--- src/rtl/cv32e40px_core_v_xif_pkg.sv ---
// CORE-V-XIF shared types for cv32e40px, plus the custom-0 coprocessor
// opcode, op encoding and result-buffer entry used by the XIF coprocessor.
package cv32e40px_core_v_xif_pkg;

  localparam int X_NUM_RS    = 3;
  localparam int X_ID_WIDTH  = 4;
  localparam int X_RFR_WIDTH = 32;
  localparam int X_RFW_WIDTH = 32;
  localparam int X_DUALWRITE = 0;

  typedef struct packed {
    logic [31:0]                          instr;
    logic [1:0]                           mode;
    logic [X_ID_WIDTH-1:0]                id;
    logic [X_NUM_RS-1:0][X_RFR_WIDTH-1:0] rs;
    logic [X_NUM_RS-1:0]                  rs_valid;
    logic [5:0]                           ecs;
  } x_issue_req_t;

  typedef struct packed {
    logic accept;
    logic writeback;
    logic dualwrite;
    logic dualread;
    logic loadstore;
    logic ecswrite;
    logic exc;
  } x_issue_resp_t;

  typedef struct packed {
    logic [X_ID_WIDTH-1:0] id;
    logic                  commit_kill;
  } x_commit_t;

  typedef struct packed {
    logic [X_ID_WIDTH-1:0]                   id;
    logic [X_DUALWRITE:0][X_RFW_WIDTH-1:0]   data;
    logic [4:0]                              rd;
    logic [X_DUALWRITE:0]                    we;
    logic [2:0]                              ecswe;
    logic [5:0]                              ecsdata;
    logic                                    exc;
    logic [5:0]                              exccode;
    logic                                    err;
    logic                                    dbg;
  } x_result_t;

  localparam logic [6:0] OPCODE_CUSTOM0 = 7'b0001011;

  typedef enum logic [2:0] {
    OP_ADD3 = 3'b000,
    OP_MIN  = 3'b001,
    OP_MAX  = 3'b010,
    OP_XOR3 = 3'b011
  } copro_op_e;

  typedef struct packed {
    logic [X_ID_WIDTH-1:0]  id;
    logic [X_RFW_WIDTH-1:0] data;
    logic [4:0]             rd;
    logic                   committed;
    logic                   killed;
  } copro_entry_t;

  // Three-operand ops need rs3; the compare ops only read rs1/rs2.
  function automatic logic [X_NUM_RS-1:0] copro_req_mask(input copro_op_e op);
    case (op)
      OP_ADD3, OP_XOR3: return 3'b111;
      default:          return 3'b011;
    endcase
  endfunction

endpackage

--- src/rtl/cv32e40px_xif_copro_ctrl_if.sv ---
// Issue/commit/result bundle between the core (master) and the coprocessor (slave).
interface cv32e40px_xif_copro_ctrl_if;
  import cv32e40px_core_v_xif_pkg::*;

  logic          issue_valid;
  logic          issue_ready;
  x_issue_req_t  issue_req;
  x_issue_resp_t issue_resp;
  logic          commit_valid;
  x_commit_t     commit;
  logic          result_valid;
  logic          result_ready;
  x_result_t     result;
  logic          busy;

  modport master (
    output issue_valid, issue_req, commit_valid, commit, result_ready,
    input  issue_ready, issue_resp, result_valid, result, busy
  );

  modport slave (
    input  issue_valid, issue_req, commit_valid, commit, result_ready,
    output issue_ready, issue_resp, result_valid, result, busy
  );

endinterface

--- src/rtl/cv32e40px_xif_copro_alu.sv ---
// Combinational decode and datapath for the custom-0 three-operand ops.
module cv32e40px_xif_copro_alu
  import cv32e40px_core_v_xif_pkg::*;
(
  input  logic [31:0]                          instr_i,
  input  logic [X_NUM_RS-1:0][X_RFR_WIDTH-1:0] rs_i,
  output logic                                 accept_o,
  output logic                                 writeback_o,
  output logic [4:0]                           rd_o,
  output logic [X_NUM_RS-1:0]                  req_mask_o,
  output logic [X_RFW_WIDTH-1:0]               result_o
);

  copro_op_e              op;
  logic [X_RFR_WIDTH-1:0] rs1;
  logic [X_RFR_WIDTH-1:0] rs2;
  logic [X_RFR_WIDTH-1:0] rs3;
  logic                   unused_instr_bits;

  assign op   = copro_op_e'(instr_i[14:12]);
  assign rs1  = rs_i[0];
  assign rs2  = rs_i[1];
  assign rs3  = rs_i[2];
  assign rd_o = instr_i[11:7];

  // funct3[2]=1 selects nothing we implement.
  assign accept_o    = (instr_i[6:0] == OPCODE_CUSTOM0) && (instr_i[31:25] == 7'd0) && !instr_i[14];
  assign writeback_o = accept_o && (rd_o != 5'd0);
  assign req_mask_o  = copro_req_mask(op);

  assign unused_instr_bits = ^instr_i[24:15];

  always_comb begin
    result_o = '0;
    case (op)
      OP_ADD3: result_o = rs1 + rs2 + rs3;
      OP_MIN:  result_o = ($signed(rs1) < $signed(rs2)) ? rs1 : rs2;
      OP_MAX:  result_o = ($signed(rs1) < $signed(rs2)) ? rs2 : rs1;
      OP_XOR3: result_o = rs1 ^ rs2 ^ rs3;
      default: result_o = '0;
    endcase
  end

endmodule

--- src/rtl/cv32e40px_xif_copro_ctrl.sv ---
// XIF coprocessor responder: accepts custom-0 ops, computes at issue time and
// holds results in an in-order buffer until the core commits or kills them.
module cv32e40px_xif_copro_ctrl
  import cv32e40px_core_v_xif_pkg::*;
#(
  parameter int DEPTH = 4
) (
  input logic                       clk,
  input logic                       rst_n,
  cv32e40px_xif_copro_ctrl_if.slave xif
);

  localparam int PTR_W = $clog2(DEPTH);
  localparam int CNT_W = PTR_W + 1;
  localparam logic [CNT_W-1:0] DEPTH_C = CNT_W'(DEPTH);

  logic                   alu_accept;
  logic                   alu_writeback;
  logic [4:0]             alu_rd;
  logic [X_NUM_RS-1:0]    alu_req_mask;
  logic [X_RFW_WIDTH-1:0] alu_result;

  logic             ops_ready;
  logic             has_room;
  logic             push;
  logic             pop;
  logic             commit_new;
  logic             head_valid;
  logic             result_valid;
  logic [PTR_W-1:0] head_q, head_d;
  logic [PTR_W-1:0] tail_q, tail_d;
  logic [CNT_W-1:0] count_q, count_d;
  logic             ready_en_q;
  logic             unused_req_bits;

  copro_entry_t new_entry;
  copro_entry_t head_entry;
  copro_entry_t entries [DEPTH];

  cv32e40px_xif_copro_alu u_alu (
    .instr_i     (xif.issue_req.instr),
    .rs_i        (xif.issue_req.rs),
    .accept_o    (alu_accept),
    .writeback_o (alu_writeback),
    .rd_o        (alu_rd),
    .req_mask_o  (alu_req_mask),
    .result_o    (alu_result)
  );

  assign unused_req_bits = ^{xif.issue_req.mode, xif.issue_req.ecs};

  // Rejections never stall; accepts wait for operands and a free slot.
  // A same-cycle pop does not count as a free slot.
  assign ops_ready       = &(xif.issue_req.rs_valid | ~alu_req_mask);
  assign has_room        = count_q < DEPTH_C;
  assign xif.issue_ready = ready_en_q && (!alu_accept || (ops_ready && has_room));

  always_comb begin
    xif.issue_resp           = '0;
    xif.issue_resp.accept    = alu_accept;
    xif.issue_resp.writeback = alu_writeback;
  end

  assign push       = xif.issue_valid && xif.issue_ready && alu_accept;
  assign commit_new = push && xif.commit_valid && (xif.commit.id == xif.issue_req.id);

  always_comb begin
    new_entry           = '0;
    new_entry.id        = xif.issue_req.id;
    new_entry.data      = alu_result;
    new_entry.rd        = alu_rd;
    new_entry.committed = commit_new;
    new_entry.killed    = commit_new && xif.commit.commit_kill;
  end

  generate
    for (genvar gi = 0; gi < DEPTH; gi++) begin : g_slot
      logic [PTR_W-1:0] offset;
      logic             slot_valid;
      logic             commit_hit;
      copro_entry_t     entry_q, entry_d;

      // Slot is live when it lies within count entries of the head.
      assign offset     = PTR_W'(gi) - head_q;
      assign slot_valid = {1'b0, offset} < count_q;
      assign commit_hit = xif.commit_valid && !commit_new && slot_valid &&
                          !entry_q.committed && (entry_q.id == xif.commit.id);

      always_comb begin
        entry_d = entry_q;
        if (push && (tail_q == PTR_W'(gi))) begin
          entry_d = new_entry;
        end else if (commit_hit) begin
          entry_d.committed = 1'b1;
          entry_d.killed    = xif.commit.commit_kill;
        end
      end

      always_ff @(posedge clk) begin
        entry_q <= entry_d;
      end

      assign entries[gi] = entry_q;
    end
  endgenerate

  assign head_entry   = entries[head_q];
  assign head_valid   = count_q != '0;
  assign result_valid = head_valid && head_entry.committed && !head_entry.killed;
  // Killed heads drain silently without waiting for result_ready.
  assign pop          = head_valid && head_entry.committed &&
                        (head_entry.killed || xif.result_ready);

  always_comb begin
    head_d  = pop  ? head_q + PTR_W'(1) : head_q;
    tail_d  = push ? tail_q + PTR_W'(1) : tail_q;
    count_d = count_q + CNT_W'(push) - CNT_W'(pop);
  end

  always_ff @(posedge clk or negedge rst_n) begin
    if (!rst_n) begin
      head_q     <= '0;
      tail_q     <= '0;
      count_q    <= '0;
      ready_en_q <= 1'b0;
    end else begin
      head_q     <= head_d;
      tail_q     <= tail_d;
      count_q    <= count_d;
      ready_en_q <= 1'b1;
    end
  end

  assign xif.result_valid = result_valid;
  assign xif.busy         = head_valid;

  always_comb begin
    xif.result = '0;
    if (result_valid) begin
      xif.result.id      = head_entry.id;
      xif.result.data[0] = head_entry.data;
      xif.result.rd      = head_entry.rd;
      xif.result.we[0]   = head_entry.rd != 5'd0;
    end
  end

endmodule

--- src/flat_wrapper.sv ---
// flat-port wrapper written by rule: the top's interface ports become plain ports
module cv32e40px_xif_copro_ctrl_flat import cv32e40px_core_v_xif_pkg::*;
#(
  parameter int DEPTH = 4
)
  (clk, rst_n, xif_issue_valid, xif_issue_req, xif_commit_valid, xif_commit, xif_result_ready, xif_issue_ready, xif_issue_resp, xif_result_valid, xif_result, xif_busy);
  cv32e40px_xif_copro_ctrl_if xif_i ();
  input logic clk;
  input logic rst_n;
  input wire logic [$bits(xif_i.issue_valid)-1:0] xif_issue_valid;
  input wire logic [$bits(xif_i.issue_req)-1:0] xif_issue_req;
  input wire logic [$bits(xif_i.commit_valid)-1:0] xif_commit_valid;
  input wire logic [$bits(xif_i.commit)-1:0] xif_commit;
  input wire logic [$bits(xif_i.result_ready)-1:0] xif_result_ready;
  output wire logic [$bits(xif_i.issue_ready)-1:0] xif_issue_ready;
  output wire logic [$bits(xif_i.issue_resp)-1:0] xif_issue_resp;
  output wire logic [$bits(xif_i.result_valid)-1:0] xif_result_valid;
  output wire logic [$bits(xif_i.result)-1:0] xif_result;
  output wire logic [$bits(xif_i.busy)-1:0] xif_busy;
  assign xif_i.issue_valid = xif_issue_valid;
  assign xif_i.issue_req = xif_issue_req;
  assign xif_i.commit_valid = xif_commit_valid;
  assign xif_i.commit = xif_commit;
  assign xif_i.result_ready = xif_result_ready;
  assign xif_issue_ready = xif_i.issue_ready;
  assign xif_issue_resp = xif_i.issue_resp;
  assign xif_result_valid = xif_i.result_valid;
  assign xif_result = xif_i.result;
  assign xif_busy = xif_i.busy;
  cv32e40px_xif_copro_ctrl #(.DEPTH(DEPTH)) u_core (.clk(clk), .rst_n(rst_n), .xif(xif_i));
endmodule
--- config.mk ---
export PLATFORM = sky130hd
export DESIGN_NAME = cv32e40px_xif_copro_ctrl_flat
export DESIGN_NICKNAME = d
export VERILOG_FILES = /design/src/rtl/cv32e40px_core_v_xif_pkg.sv /design/src/rtl/cv32e40px_xif_copro_ctrl_if.sv /design/src/rtl/cv32e40px_xif_copro_alu.sv /design/src/rtl/cv32e40px_xif_copro_ctrl.sv /design/src/flat_wrapper.sv
export SDC_FILE = /design/constraint.sdc
export NUM_CORES = 1
export LEC_CHECK = 0
export ABC_AREA = 1
export CAP_MARGIN = 30
export CORE_MARGIN = 2
export CORE_UTILIZATION = 53
export CTS_CLUSTER_DIAMETER = 200
export DETAILED_ROUTE_END_ITERATION = 10
export PLACE_DENSITY = 0.81
export SYNTH_ARGS = -nofsm -noshare
export SYNTH_HDL_FRONTEND = slang
export SYNTH_SLANG_ARGS = --single-unit
export TNS_END_PERCENT = 50
--- constraint.sdc ---
create_clock -name clk -period 7 [get_ports clk]
set_input_delay 1.4 -clock clk [delete_from_list [all_inputs] [get_ports clk]]
set_output_delay 1.4 -clock clk [all_outputs]
set_load 0.02 [all_outputs]
# Yosys cells after proc, flatten, opt, wreduce, memory -nomap -nowiden
# Index checks and enable logic that the tools add are counted.
[totals] word_cells=126 output_inout_bits=70 register_bits=180
[op_classes] n_mux=16 eq_ne=12 reduce_logical=52 magnitude_cmp=7 add_sub_neg=10 bitwise_logic=5
[ops] operator="$pmux W32 S4" n=1
[ops] operator="$bmux W43 S2" n=1
[ops] operator="$mux W43" n=2
[ops] operator="$add A32 B32 Y32" n=2
[ops] operator="$mux W32" n=2
[ops] operator="$xor A32 B32 Y32" n=2
[ops] operator="$mux W42" n=1
[ops] operator="$lt A32 B32 Y1" n=1
[ops] operator="$logic_and A1 B1 Y1" n=30
[ops] operator="$eq A4 B4 Y1" n=5
[ops] operator="$mux W2" n=8
[ops] operator="$lt A2 B3 Y1" n=4
[ops] operator="$reduce_bool A5 Y1" n=2
[ops] operator="$logic_not A1 Y1" n=8
[ops] operator="$reduce_bool A2 Y1" n=4
[ops] operator="$eq A7 B4 Y1 const B" n=1
[ops] operator="$logic_not A7 Y1" n=1
[ops] operator="$eq A3 B2 Y1 const B" n=2
[ops] operator="$add A2 B1 Y2 const B" n=2
[ops] operator="$eq A2 B2 Y1 const B" n=2
[ops] operator="$sub A1 B2 Y2 const A" n=2
[ops] operator="$sub A2 B2 Y2 const A" n=2
[ops] operator="$add A3 B1 Y3" n=1
[ops] operator="$eq A3 B1 Y1 const B" n=1
[ops] operator="other kinds (14)" n=15

# Depth between registers and ports, before layout
[depth] ltp_word=20 depth_mapped=21

# Hierarchy
# A second synthesis with hierarchy kept.
[hier_totals] cells_unflattened=1532 area_unflattened_um2=12648.4
[modules_own_cells] module="cv32e40px_xif_copro_ctrl" seq_area_each_um2=5365.1 n_inst=1 cells_each=631 area_each_um2=7574.8
[modules_own_cells] module="cv32e40px_xif_copro_alu" seq_area_each_um2=0.0 n_inst=1 cells_each=901 area_each_um2=5073.6

# Least setup slack after synthesis
# No wires, ideal clock.
[synth_path] kind="input -> register" from="input xif_issue_req[123]" to="register u_core.g_slot[3].entry_q, in the netlist u_core.entries[0], data pin" slack_ns=2.168 cell_stages=10 n_path_buf=1 t_arrival_ns=4.481 cell_sequence="inv_1 nand3_1 inv_1 o21bai_1 nand4_1 a21boi_1 nand3_1 buf_2 nor2_1 a21oi_1"
[synth_rtl] element="from (decl)" line_no="flat_wrapper.sv:11" source="input wire logic [$bits(xif_i.issue_req)-1:0] xif_issue_req;"
[synth_rtl] element="to (signal assigned)" line_no="cv32e40px_xif_copro_ctrl.sv:100" source="entry_q <= entry_d;"
[synth_rtl] element="to (decl)" line_no="cv32e40px_xif_copro_ctrl.sv:81" source="copro_entry_t entry_q, entry_d;"

# Final worst setup path
[layout_path] from="input xif_issue_req[125]" to="output xif_issue_ready"
[layout_via] elab_chain_cells=9 word_cells_on_any_way=13
[layout_lines] element="$eq A3 B2 Y1 or $logic_not A3 Y1 (tied branches)" line_no="cv32e40px_core_v_xif_pkg.sv:67" source="case (op)"
[layout_lines] element="$reduce_or A2 Y1" line_no="cv32e40px_core_v_xif_pkg.sv:67"
[layout_lines] element="$mux W3" line_no="cv32e40px_core_v_xif_pkg.sv:67"
[layout_lines] element="$not A3 Y3" line_no="cv32e40px_xif_copro_ctrl.sv:54" source="assign ops_ready = &(xif.issue_req.rs_valid | ~alu_req_mask);"
[layout_lines] element="$or A3 B3 Y3" line_no="cv32e40px_xif_copro_ctrl.sv:54"
[layout_lines] element="$reduce_and A3 Y1" line_no="cv32e40px_xif_copro_ctrl.sv:54"
[layout_lines] element="$logic_and A1 B1 Y1" line_no="cv32e40px_xif_copro_ctrl.sv:56" source="assign xif.issue_ready = ready_en_q && (!alu_accept || (ops_ready && has_room));"
[layout_lines] element="$logic_or A1 B1 Y1 (*)" line_no="cv32e40px_xif_copro_ctrl.sv:56"
[layout_lines] element="$logic_and A1 B1 Y1 (*)" line_no="cv32e40px_xif_copro_ctrl.sv:56"
[layout_lines] element="to (decl)" line_no="flat_wrapper.sv:15" source="output wire logic [$bits(xif_i.issue_ready)-1:0] xif_issue_ready;"
# Every way passes the cells marked *; elsewhere a longest branch is shown, timed or not.

==> impl_metrics.env <==
export IMPL_outcome="completed"
export IMPL_regToRegSetupSlack_ns=3.63
export IMPL_clock_latency_ns=0.42
export IMPL_cp_max_fo=12
export IMPL_power_mw=4.04
export IMPL_crit_chain="clkdlybuf4s50_1 > inv_1 > nand3_1 > inv_1 > o21bai_1 > nand4_1 > a21boi_1 > clkdlybuf4s50_1"
export IMPL_synth_edf_count=172
export IMPL_num_vias=10800
export IMPL_slew_headroom_pct=39.4
export IMPL_pwr_share_seq_pct=30.9
export IMPL_grt_overflow=0
export IMPL_grt_pass1_vias=10400
export IMPL_die_area_sq_mm=0.0244
export IMPL_ir_drop_mv=0.172
export IMPL_synth_seq_cells=180
export IMPL_core_sq_mm=0.0227
export IMPL_hpwl_um=25100
export IMPL_cts_tree="built"
export IMPL_tns_ns=0
export IMPL_crit_required_ns=5.60
export IMPL_drt_pass1_iter_count=6
export IMPL_post_cts_buffers=0
export IMPL_place_ws_ns=1.60
export IMPL_dp_cells=1849
export IMPL_groute_usage_overall_pct=27.8
export IMPL_setup_slack_ns=1.60
export IMPL_postCtsHoldBufs=0
export IMPL_die_y_um=156
export IMPL_vias_per_cell=5.73
export IMPL_fin_skew_ns=0.00966
export IMPL_rsz0062_at_grt="no"
export IMPL_power_density_mw_per_mm2=269
export IMPL_synth_distinct_cells=47
export IMPL_final_max_slew_viol_count=0
export IMPL_most_common_layout_cells="nand2_1, clkdlybuf4s50_1, edfxtp_1"
export IMPL_ys_warnings_count=0
export IMPL_p_leak_nw=5.99
export IMPL_wire_per_inst_um=17.9
export IMPL_critPathLaunchType="input port"
export IMPL_cts_inserted_buffers=17
export IMPL_hold_depth=1
export IMPL_dieWidth_um=156
export IMPL_ys_flop_type="edfxtp_1"
export IMPL_r2r_start="u_core.head_q[0]"
export IMPL_min_path_type="flop to flop"
export IMPL_synthesis_area_sq_mm=0.0123
export IMPL_timing_rr_end="u_core.entries[43]"
export IMPL_grt_max_degree=61
export IMPL_cts_root_buf="clkbuf_16"
export IMPL_place_area_sq_mm=0.0143
export IMPL_p_clk_share_pct=24.5
export IMPL_cp_slowest_cell="clkdlybuf4s50_1"
export IMPL_cap_viol_max_count=0
export IMPL_critPathMaxStageDelay_ns=0.64
export IMPL_tightest_slew_ns=0.908
export IMPL_syn_avg_cell_area_sq_um=8.67
export IMPL_grt_pass1_wl_um=53000
export IMPL_drc=0
export IMPL_finalHoldViolCount=0
export IMPL_synth_seq_area_share_pct=43.6
export IMPL_p_comb_share_pct=44.6
export IMPL_antenna_found_initial=0
export IMPL_whs_endpoint="u_core.tail_q[1]"
export IMPL_drive_above_1_share_pct=4.19
export IMPL_ios=223
export IMPL_worst_hold_slack_ns=0.578
export IMPL_path_clk_slew_ns=0.06
export IMPL_worstHoldStart="u_core.tail_q[1]"
export IMPL_final_common_cell="nand2_1"
export IMPL_arrival_ns=4.00
export IMPL_rows=55
export IMPL_drt_iter0_drc=882
export IMPL_stdcell_count=1883
export IMPL_ff2ff_path_depth=10
export IMPL_antenna_left=0
export IMPL_p_int_mw=2.48
export IMPL_end_kind="output port"
export IMPL_syn2layout_area_growth_pct=22.0
export IMPL_switchingPower_mw=1.56
export IMPL_synthArstFlopShare_pct=4.44
export IMPL_cts_sinks=180
export IMPL_cts_buffer_depth=2
export IMPL_setup_viol=0
export IMPL_clock_fmax_ghz=0.185
export IMPL_timing_final_crit_share_pct=77.1
export IMPL_gp_congestion=0.956
export IMPL_final_nets=1843
export IMPL_fin_area_sq_mm=0.0150
export IMPL_min_period_ns=5.40
export IMPL_htreeDepth=4
export IMPL_routed_wl_um=33600
export IMPL_initial_core_util_pct=54.1
export IMPL_cts_resized=0
export IMPL_syn_inst=1418
export IMPL_io_buffers=181
export IMPL_n_antenna_cell=0
export IMPL_final_util_pct=66.1
export IMPL_crit_type="input port to output port"
export IMPL_swShare_pct=38.7
## metal layers
layer,part of all wire (%),track usage (%),vias up
li1,-,-,5181
met1,43,38.5,5096
met2,48,45.9,455
met3,7.3,3.57,53
met4,2.1,8.65,0
met5,0,0,-
## cells in the mapped netlist, drive strengths merged (14+ instances only)
cell / instances / share of area, %
buf: 44 / 2.6
a22oi: 37 / 2.3
clkbuf: 28 / 0.85
inv: 138 / 4.2
ha: 72 / 7.3
o21ai: 49 / 2.0
nand2: 387 / 12
nor3: 14 / 0.57
nand3b: 24 / 1.5
a21oi: 83 / 3.4
edfxtp: 172 / 42
nor2: 95 / 2.9
nand3: 120 / 4.9
a31oi: 37 / 1.9
fa: 33 / 5.4
## layout make-up
class,instances,area [sq um]
fillers,1810,7710
flip-flops and latches,180,5370
repair buffers,198,2020
well taps,285,357
inverters,141,529
clock buffers,20,457
clock inverters,12,168
multi-input cells,1047,6110
## flip-flops by register name, summed over array words and instances (netlist names)
signal / cells
u_core.entries: 172
u_core.count_q: 3
u_core.head_q: 2
u_core.tail_q: 2
u_core.ready_en_q: 1
## power groups by stage
stage               Combinational, mW  Sequential, mW  Clock, mW
finish                           1.80            1.25      0.988
floorplan                        1.13            1.26          0
global placement                 1.74            1.27          0
global route                     1.97            1.25       1.04
CTS                              1.79            1.25      0.995
detailed placement               1.78            1.27          0
## critical path, delay by kind of cell
kind,cells,cell delay (ns)
compound gates,2,0.55
simple gates,2,0.57
buf+inv,4,1.47
## kinds of logic (layout without fill, tap and decap cells)
logic type / Yosys count / count (layout) / synth area share [%]
XOR/XNOR: 15 / 15 / 1.07
multiplexers: 1 / 1 / 0.0916
buffers and inverters: 213 / 371 / 7.73
adder cells (fa/ha/maj): 105 / 105 / 12.7
AND/OR/NAND/NOR: 654 / 654 / 22.5
other: 2 / 24 / 0.0611
AO/OA/AOI/OAI: 248 / 248 / 12.3
flip-flops: 180 / 180 / 43.6
## worst max path at each step
stage,slack (ns),start,end
floorplan,2.17,xif_issue_req[123],u_core.entries[0]
global placement,1.49,xif_issue_req[125],xif_issue_ready
detailed placement,1.60,xif_issue_req[125],xif_issue_ready
CTS,1.59,xif_issue_req[125],xif_issue_ready
global route,1.40,xif_issue_req[125],xif_issue_ready
finish,1.60,xif_issue_req[125],xif_issue_ready
No activity file was read; power rests on OpenSTA's default activity.
